File: src/rtl/jk_pkg.sv
// Shared types and J/K excitation rule for the JK bank controller.
// Pure declarations: no latency, no flow control.
// A don't-care in the JK table is resolved by policy: separate set/reset, or toggle.
package jk_pkg;

    typedef enum logic [1:0] {
        IDLE  = 2'd0,
        DRIVE = 2'd1,
        CHECK = 2'd2
    } state_e;

    localparam int POL_SETRST = 0;
    localparam int POL_TOGGLE = 1;

    // Returns {J,K} that moves a JK flop from q to d in one clock.
    function automatic logic [1:0] jk_excite(input logic q, input logic d, input int policy);
        logic [1:0] jk;
        jk = 2'b00;
        if (q != d) begin
            if (policy == POL_TOGGLE) begin
                jk = 2'b11;
            end else begin
                jk = d ? 2'b10 : 2'b01;
            end
        end
        return jk;
    endfunction

endpackage

File: src/rtl/jk_excite_bit.sv
// Per-bit J/K excitation from current Q and desired next state.
// Latency: combinational, zero cycles.
// Backpressure: none; pure function of its inputs.
module jk_excite_bit
    import jk_pkg::*;
#(
    parameter int POLICY = POL_SETRST
) (
    input  logic q,
    input  logic d,
    output logic j,
    output logic k
);

    assign {j, k} = jk_excite(q, d, POLICY);

endmodule

File: src/rtl/jk_excite_ctrl.sv
// Drives an external JK bank toward a requested state, verifying and retrying.
// Latency: accept at edge 0, done/err in cycle 3; each retry adds 2 cycles.
// Backpressure: tgt_ready low in DRIVE/CHECK; a new target may be accepted in the done/err cycle.
module jk_excite_ctrl
    import jk_pkg::*;
#(
    parameter  int WIDTH     = 4,
    parameter  int MAX_RETRY = 3,
    parameter  int DC_POLICY = POL_SETRST,
    localparam int RW        = (MAX_RETRY > 0) ? $clog2(MAX_RETRY + 1) : 1
) (
    input  logic             clk,
    input  logic             rst,
    input  logic             tgt_valid,
    output logic             tgt_ready,
    input  logic [WIDTH-1:0] tgt_data,
    input  logic [WIDTH-1:0] q_fb,
    output logic [WIDTH-1:0] j,
    output logic [WIDTH-1:0] k,
    output logic             busy,
    output logic             done,
    output logic             err,
    output logic [RW-1:0]    retries
);

    state_e           state;
    logic [WIDTH-1:0] target;
    logic [WIDTH-1:0] exc_d;
    logic [WIDTH-1:0] exc_j;
    logic [WIDTH-1:0] exc_k;

    // In IDLE the excitation aims at the incoming request; in CHECK at the held target.
    assign exc_d = (state == IDLE) ? tgt_data : target;

    for (genvar i = 0; i < WIDTH; i++) begin : g_bit
        jk_excite_bit #(
            .POLICY(DC_POLICY)
        ) u_bit (
            .q(q_fb[i]),
            .d(exc_d[i]),
            .j(exc_j[i]),
            .k(exc_k[i])
        );
    end

    assign tgt_ready = (state == IDLE);
    assign busy      = (state != IDLE);

    always_ff @(posedge clk or posedge rst) begin
        if (rst) begin
            state   <= IDLE;
            target  <= '0;
            j       <= '0;
            k       <= '0;
            done    <= 1'b0;
            err     <= 1'b0;
            retries <= '0;
        end else begin
            done <= 1'b0;
            err  <= 1'b0;
            case (state)
                IDLE: begin
                    if (tgt_valid) begin
                        target  <= tgt_data;
                        retries <= '0;
                        j       <= exc_j;
                        k       <= exc_k;
                        state   <= DRIVE;
                    end
                end
                DRIVE: begin
                    j     <= '0;
                    k     <= '0;
                    state <= CHECK;
                end
                CHECK: begin
                    if (q_fb == target) begin
                        done  <= 1'b1;
                        state <= IDLE;
                    end else if (retries < RW'(MAX_RETRY)) begin
                        retries <= retries + RW'(1);
                        j       <= exc_j;
                        k       <= exc_k;
                        state   <= DRIVE;
                    end else begin
                        err   <= 1'b1;
                        state <= IDLE;
                    end
                end
                default: begin
                    j     <= '0;
                    k     <= '0;
                    state <= IDLE;
                end
            endcase
        end
    end

endmodule

File: config.mk
export PLATFORM = sky130hd
export DESIGN_NAME = jk_excite_ctrl
export DESIGN_NICKNAME = d
export VERILOG_FILES = /design/src/rtl/jk_pkg.sv /design/src/rtl/jk_excite_bit.sv /design/src/rtl/jk_excite_ctrl.sv
export SDC_FILE = /design/constraint.sdc
export NUM_CORES = 1
export LEC_CHECK = 0
export CAP_MARGIN = 0
export CORE_MARGIN = 2
export CORE_UTILIZATION = 45
export CTS_CLUSTER_SIZE = 16
export DETAILED_ROUTE_END_ITERATION = 10
export GPL_TIMING_DRIVEN = 1
export PLACE_DENSITY = 0.76
export SYNTH_ARGS = -nofsm -noshare
export SYNTH_HDL_FRONTEND = slang
export SYNTH_HIERARCHICAL = 1
export SYNTH_SLANG_ARGS = --single-unit
File: constraint.sdc
create_clock -name clk -period 1.91 [get_ports clk]
set_input_delay 0.382 -clock clk [delete_from_list [all_inputs] [get_ports clk]]
set_output_delay 0.382 -clock clk [all_outputs]
set_load 0.005 [all_outputs]
Word-level counts from Yosys, hierarchy flattened
Cells that the tools add are included.
{ "totals": {"reg_bits": 18, "input_bits": 11, "out_inout_bits": 14, "wordCells": 55} }
{ "classes": {"n_addsub": 1, "order_cmp": 1, "eq_ne": 10, "n_mux": 30, "reduce_logical": 6} }
{ "ops": {"columns": ["cell", "n"], "rows": [
  ["4-bit two-way mux", 7],
  ["2-bit two-way mux", 12],
  ["4-bit case mux with 2 select lines", 2],
  ["1-bit two-way mux", 7],
  ["2-bit inequality test, second input constant", 3],
  ["2-bit case mux with 3 select lines", 1],
  ["4-bit equality test", 1],
  ["1-bit inequality test", 4],
  ["2-bit case mux with 2 select lines", 1],
  ["4-bit AND reduction", 1],
  ["2-bit nonzero test", 2],
  ["3-bit AND reduction", 1],
  ["2-bit by 1-bit adder with 2-bit output, second input constant", 1],
  ["2-bit by 1-bit equality test with 1-bit output, second input constant", 1],
  ["2-bit equality test, second input constant", 1],
  ["2-bit logical NOT", 1],
  ["2-bit less-than comparator, second input constant", 1],
  ["2-bit AND reduction", 1]
]} }

Depth between registers and ports, before layout
Gate-level depths: netlist (run 1).
{ "depth": {"word_depth": 7, "ltp_mapped": 5, "ltp_nobuf": 5} }

By module
Netlist (run 1), hierarchy kept.
{ "modules_own_cells": {"columns": ["module", "instances", "cells_per_inst", "area_each_um2", "seq_area_each_um2"], "rows": [
  ["jk_excite_ctrl", 1, 58, 805.8, 450.4],
  ["jk_excite_bit", 4, 2, 15.0, 0.0]
]} }

Least setup slack after synthesis (run 1)
Ideal clock, no wire load.
{ "synth_path": {"path_type": "reg-to-reg", "startpoint": "register state[0]", "endpoint": "register j[0]", "setup_time_ns": 0.121, "t_arrival_ns": 1.450, "required_time_ns": 1.789, "path_slack_ns": 0.339, "stages_incl_launch_ff": 5, "n_path_buf": 0, "synth_period_minus_slack_ns": 1.571, "path_cell_list": "dfrtp_1 > nor2_2 > mux2_2 > and2b_2 > a22o_1"} }
{ "synth_between": {"elab_chain_cells": 7, "elab_cells_between_ends": 14, "cone_classes": "eq/ne (5); mux (7); reduce/logical (2)"} }
{ "synth_lines": {"columns": ["element", "line_no", "text"], "rows": [
  ["from (decl)", "jk_excite_ctrl.sv:26", "state_e state;"],
  ["from (signal assigned)", "jk_excite_ctrl.sv:51", "state <= IDLE;"],
  ["from (signal assigned)", "jk_excite_ctrl.sv:68", "state <= DRIVE;"],
  ["from (signal assigned)", "jk_excite_ctrl.sv:74", "state <= CHECK;"],
  ["2-bit logical NOT *", null, null],
  ["named net tgt_ready", "jk_excite_ctrl.sv:15", "output logic tgt_ready,"],
  ["4-bit two-way mux *", "jk_excite_ctrl.sv:33", "assign exc_d = (state == IDLE) ? tgt_data : target;"],
  ["named net exc_d[0]", "jk_excite_ctrl.sv:28", "logic [WIDTH-1:0] exc_d;"],
  ["2-bit two-way mux / 1-bit inequality test (equally long branches)", "jk_pkg.sv:23, jk_pkg.sv:19", null],
  ["2-bit two-way mux *", "jk_pkg.sv:19", "if (q != d) begin"],
  ["named net exc_j[0]", "jk_excite_ctrl.sv:29", "logic [WIDTH-1:0] exc_j;"],
  ["4-bit two-way mux", "jk_excite_ctrl.sv:80", "end else if (retries < RW'(MAX_RETRY)) begin"],
  ["4-bit two-way mux", "jk_excite_ctrl.sv:77", "if (q_fb == target) begin"],
  ["4-bit case mux with 2 select lines *", "jk_excite_ctrl.sv:61", "case (state)"],
  ["to (signal assigned)", "jk_excite_ctrl.sv:66", "j <= exc_j;"],
  ["to (signal assigned)", "jk_excite_ctrl.sv:82", "j <= exc_j;"],
  ["to (decl)", "jk_excite_ctrl.sv:18", "output logic [WIDTH-1:0] j,"]
]} }
The timed path passes the listed nets; every way through them passes the cells marked *. The select of a mux whose other input is x is not followed.
A chain may end at the register's enable or synchronous reset.

Worst setup path in the final report (run 1)
{ "layout_path": {"startpoint": "input q_fb[1]", "endpoint": "register k[1]"} }
{ "layout_between": {"elab_chain_cells": 5, "elab_cells_between_ends": 9, "cone_classes": "eq/ne (3); mux (5); reduce/logical (1)"} }
{ "layout_lines": {"columns": ["element", "line_no", "text"], "rows": [
  ["from (decl)", "jk_excite_ctrl.sv:17", "input logic [WIDTH-1:0] q_fb,"],
  ["1-bit inequality test", "jk_pkg.sv:19", null],
  ["2-bit two-way mux", "jk_pkg.sv:19", null],
  ["4-bit two-way mux", "jk_excite_ctrl.sv:80", null],
  ["4-bit two-way mux", "jk_excite_ctrl.sv:77", null],
  ["4-bit case mux with 2 select lines", "jk_excite_ctrl.sv:61", null],
  ["to (signal assigned)", "jk_excite_ctrl.sv:67", "k <= exc_k;"],
  ["to (signal assigned)", "jk_excite_ctrl.sv:83", "k <= exc_k;"],
  ["to (decl)", "jk_excite_ctrl.sv:19", "output logic [WIDTH-1:0] k,"]
]} }
Several ways; a longest one is shown, not always the timed one. The select of a mux whose other input is x is not followed.

==> results of run 1 <==
## registers in the layout (all words and copies together) (netlist names)
register	cells
retries	2
done	1
state	2
target	4
k	4
err	1
j	4
## Yosys cell counts, types with 2 or more instances
master / n
a22o_1: 8
and2b_2: 6
dfrtp_1: 18
inv_1: 4
mux2_2: 8
nand3_1: 2
nor2b_1: 4
o21ai_0: 2
xnor2_1: 4
## report_power, final
group | internal, uW | switching (uW) | total, uW | leakage [uW]
combinational | 610 | 390 | 1000 | 0.000307
sequential | 541 | 127 | 669 | 0.000231
clock | 116 | 119 | 235 | 0.0000210
total | 1270 | 636 | 1900 | 0.000560
## cell usage in the layout, fill, tap and decap left out
| cell | n |
|---|---|
| a22o_1 | 8 |
| and4b_2 | 1 |
| clkdlybuf4s50_1 | 22 |
| nand2_2 | 1 |
| dfrtp_2 | 2 |
| dlymetal6s2s_1 | 2 |
| buf_6 | 1 |
| dfrtp_1 | 16 |
| or3b_1 | 1 |
| ha_1 | 1 |
| clkbuf_4 | 3 |
| a311oi_4 | 1 |
| xnor2_1 | 4 |
| and2b_2 | 6 |
| nand4_1 | 1 |
| nor3b_1 | 1 |
| clkbuf_8 | 1 |
| a41o_2 | 1 |
| o21ai_0 | 2 |
| buf_4 | 6 |
| mux2_2 | 8 |
| nand2_4 | 1 |
| nor2b_1 | 4 |
| nand3_1 | 2 |
| inv_1 | 4 |
| nor2_4 | 1 |
## critical path, stage by stage
cell,delay (ns)
clkdlybuf4s50_1,0.45
xnor2_1,0.24
nand4_1,0.22
a311oi_4,0.33
buf_4,0.20
a22o_1,0.14
## per-layer routing
metal / track usage [%] / routed length (um) / vias up / part of all wire (%)
li1: - / - / 309 / -
met1: 21.88 / 814 / 303 / 46
met2: 29.33 / 852 / 18 / 48
met3: 4.528 / 88 / 2 / 5.0
met4: 7.568 / 14 / 0 / 0.79
met5: 0 / 0 / - / 0
## timing repair
action	4_1_cts	5_1_grt
pin swaps	0	1
setup endpoints to repair	2	2
buffers inserted	1	1
gates resized for setup	2	4
## area by class of cell
class	count	share of cell area, %
repair buffers	31	24.27
clock buffers	4	2.920
well taps	25	2.518
inverters	4	1.208
multi-input cells	44	32.63
flip-flops and latches	18	36.46
## worst max-delay path by stage
| stage | startpoint | to | slack [ns] | depth (start not counted) |
|---|---|---|---|---|
| 3_5_place_dp | q_fb[1] | k[0] | -0.12 | 6 |
| 2_1_floorplan | state[0] | j[0] | 0.34 | 4 |
| 4_1_cts | state[1] | tgt_ready | 0.001 | 3 |
| 5_1_grt | q_fb[1] | j[1] | 0.11 | 6 |
| 6_report | q_fb[1] | k[1] | 0.17 | 6 |
| 3_3_place_gp | q_fb[0] | j[1] | -0.05 | 6 |
## logic make-up (layout without fill, tap and decap cells)
group	Yosys count	count (layout)	synth area share, %
AND/OR/NAND/NOR	19	19	16.76
flip-flops	18	18	52.02
AO/OA/AOI/OAI	12	12	13.58
multiplexers	8	8	10.41
XOR/XNOR	4	4	4.046
buffers and inverters	4	39	1.734
adder cells (fa/ha/maj)	1	1	1.445
## through the flow
stage	TNS (ns)	setup WS, ns	util (%)	instances	total power, uW
4_1_cts	0	0.001307	69.22	125	1892
3_3_place_gp	-0.2923	-0.05119	66.60	120	1600
2_1_floorplan	0	0.3392	-	66	1180
5_1_grt	0	0.1053	70.43	126	2036
6_report	0	0.1715	70.43	126	1903
3_5_place_dp	-0.8885	-0.1200	66.60	120	1631
==> impl_metrics.ini, run 1 <==
[status]
status = finished, final reports clean

[placed_design]
port_buffers = 24
placed_area_um2 = 1175
dp_hpwl_mm = 1.267
gp_congestion = 0.6893

[detailed_routing]
ant_nets = 0
wirelength_mm = 1.769
post-route-drc-count = 0
vias = 632
drtPass1Iterations = 4
post_drt_via_cell_ratio = 5.016
wl_per_cell_um = 14.04
drt_iter0_drc = 16

[run]
cap_violations = 0

[clock_network]
clockRootBuffer = clkbuf_4
cts_buffer_depth = 2
clk_latency_ns = 0.29
clk_pin_slew_ns = 0.11
cts_made_buffers = 3
cts_tree = done
cts.sinks = 18
cts_max_level = 1
postCtsHoldBufs = 0

[yosys]
async_flop_share_pct = 100.0
synth_ff_type = dfrtp_1
synth_area_leaders = dfrtp_1 (52%), mux2_2 (10%), a22o_1 (8.1%), and2b_2 (6.1%), xnor2_1 (4.0%)
synth_top_cell_by_area = dfrtp_1
synth-edff-count = 0
synth-seq-area-share_pct = 52.02
postSynthCellCount = 66
syn-cell-area_um2 = 865.8
post_synth.cell_area_avg_um2 = 13.12
yosys_register_bits = 18
ys_types = 19
synthDominantCellAreaShare_pct = 52.02
syn_nets = 78
synth_warnings = 6

[global_route]
overflow = 0
grt_first_pass_wirelength_mm = 2.766
gr-usage-all-layers_pct = 17.75
antenna_found_initial = 0
grt_pass1_vias = 663
grt_max_degree = 19

[worst_setup_path]
reg2reg_from = retries[0]
path_max_fanout = 8
worstSetupEndpointType = flip-flop
arrival_ns = 1.97
cp.required_ns = 2.14
r2r-end = k[1]
cp-start-kind = input port
crit_type = input port to flip-flop
r2r_cells = 5
rrSetupSlack_ns = 0.27

[die]
die_area_um2 = 2291
pin_count = 25
core-area_um2 = 1764
rows = 15
initial_core_util_pct = 49.08
die_x_um = 47.87
die_h_um = 47.87

[final_layout]
fill_cells = 146
multiInputGateArea_um2 = 405.4
syn_to_final_growth_pct = 43.50
final_area_um2 = 1242
layout.nets = 114
drive_gt1_share_pct = 32.67
diodes = 0
regArea_um2 = 452.9

[timing]
post-route-min-period_ns = 1.738
fin_crit_sh_pct = 91.02
finalHoldViolCount = 0
finalSetupViolCount = 0
max_clock_freq_mhz = 575.2
slew_headroom_pct = 84.13
clock_skew_ns = 0.001225
rsz0062_at_grt = false
tightest_slew_ns = 0.2364
drv_slew = 0
whs_ns = 0.4143

[worst_hold_path]
hp-class = input port to asynchronous set/reset pin

[pwr]
max-vdd-ir-drop_uv = 1068
p_leak_uw = 0.0005597
pwr_density_cell_nw_per_um2 = 1532
Note: power is estimated with default switching activity, not from simulation.
==> run 2: changes to the inputs <==
Settings changed: CORE_UTILIZATION 45 to 50, DONT_BUFFER_PORTS from default to 1, PLACE_DENSITY 0.76 to default, REMOVE_ABC_BUFFERS from default to 1.
==> run 2 against run 1 <==
  * Global-route usage is 2.2 points lower
  * Register-to-register slack got worse by 0.08 ns
  * Non-clock buffer count shrank 29
  * Sequential share of layout area is 12 points higher
  * Design area decreased by 24%
  * First-iteration DRC count decreased by 88%
  * Fmax increased by 0.91%
  * Sequential cell count is the same
  * Die area fell by 9.2%
  * Critical path type is now flip-flop to flip-flop
  * Critical endpoint is now j[0]
  * Largest cell class unchanged
==> impl_metrics.ini, run 2 (same netlist as run 1, synthesis figures left out) <==
[status]
status = finished, final reports clean

[timing]
tightest_slew_ns = 0.6597
fin_crit_sh_pct = 90.20
rsz0062_at_grt = false
slew_headroom_pct = 55.97
post-route-min-period_ns = 1.723
finalHoldViolCount = 0
max_clock_freq_mhz = 580.4
finalSetupViolCount = 0
drv_slew = 0
whs_ns = 0.05810
clock_skew_ns = 0.005779
fin_setup_tns_ns = 0

[worst_setup_path]
worstSetupEndpointType = flip-flop
reg2reg_from = state[0]
cp-start-kind = flip-flop
crit_start = state[0]
cp.required_ns = 2.09
crit_type = flip-flop to flip-flop
path_max_fanout = 6
arrival_ns = 1.91

[clock_network]
clk_pin_slew_ns = 0.11
postCtsHoldBufs = 0
cts_max_level = 1
cts.sinks = 18
clockRootBuffer = clkbuf_4
cts_made_buffers = 3
cts_tree = done
cts.repair.resized = 0
clk_latency_ns = 0.29
cts_buffer_depth = 2
post-cts-setup-buffers = 0

[detailed_routing]
ant_nets = 0
vias = 532
drt_iter0_drc = 2
post_drt_via_cell_ratio = 5.978
drtPass1Iterations = 4
post-route-drc-count = 0
wirelength_mm = 1.499
wl_per_cell_um = 16.84

[global_route]
antenna_found_initial = 0
grt_first_pass_wirelength_mm = 2.270
overflow = 0
grt_max_degree = 19
gr-usage-all-layers_pct = 15.57
grt_pass1_vias = 505

[placed_design]
dp_hpwl_mm = 1.116
gp_congestion = 0.7039
port_buffers = 0

[die]
pin_count = 25
core-area_um2 = 1670
die_x_um = 45.62
initial_core_util_pct = 51.84
die_h_um = 45.62
die_area_um2 = 2081
rows = 15

[pwr]
p_sw_uw = 570.3
p_int_uw = 999.2
pwr-share-clk_pct = 14.9
p_sw_share_pct = 36.34
pwr-share-comb_pct = 41.1
pwr_density_cell_nw_per_um2 = 1672
seqPwrFrac_pct = 44.0
max-vdd-ir-drop_uv = 810.4
p_leak_uw = 0.0004281

[worst_hold_path]
hp-class = input port to asynchronous set/reset pin

[run]
cap_violations = 0

[final_layout]
final_common_cell = dfrtp_1
diodes = 0
layout_common_cells = dfrtp_1 (18), a22o_1 (8), mux2_2 (8), and2b_2 (6)
drive_gt1_share_pct = 36.11
reg_top3 = j x4, k x4, target x4
syn_to_final_growth_pct = 8.382
layout.nets = 85
run 2: area by class of cell:
type	instances	area, um2
Multi-Input combinational cell	44	400.4
Fill cell	139	732.0
Clock buffer	4	36.28
Tap cell	17	21.27
Sequential cell	18	450.4
Timing Repair Buffer	2	15.01
Inverter	4	15.01
run 2: final timing paths:
path                                  end  slack (ns)  cells past startpoint
worst min-delay path            target[0]        0.06                      1
max in group asynchronous       target[2]        1.43                      1
worst max register to register       j[0]        0.19                      5
min in group clk                target[0]        0.23                      1
worst max-delay path                 j[0]        0.19                      5
worst min register to register       j[1]        0.53                      1
run 2: stage by stage:
stage | utilization [%] | total power (uW) | setup slack, ns | instances | instance area, um2
after floorplan | - | 1180 | 0.3392 | 66 | 865.8
after global placement | 54.01 | 1334 | 0.1928 | 85 | 902.1
after detailed placement | 54.01 | 1352 | 0.2107 | 85 | 902.1
after CTS | 56.18 | 1589 | 0.1832 | 89 | 938.4
after global routing | 56.18 | 1676 | 0.08880 | 89 | 938.4
final | 56.18 | 1569 | 0.1871 | 89 | 938.4
run 2: power by group through the flow:
stage / logic (uW) / registers [uW] / clock network [uW]
final: 645 / 691 / 233
after global routing: 709 / 712 / 255
after CTS: 653 / 692 / 244
after detailed placement: 650 / 702 / 0
after global placement: 636 / 699 / 0
after floorplan: 514 / 666 / 0
run 2: metal layers:
| layer | GRT usage [%] | wire length (um) |
|---|---|---|
| met5 | 0 | 0 |
| met4 | 5.294 | 0 |
| met3 | 6.746 | 111 |
| met2 | 21.41 | 701 |
| met1 | 21.64 | 686 |
run 2: critical path, stage by stage (launching register included):
cell,delay (ns)
dfrtp_1,0.47
nor2_2,0.25
buf_4,0.17
mux2_2,0.33
and2b_2,0.19
a22o_1,0.20
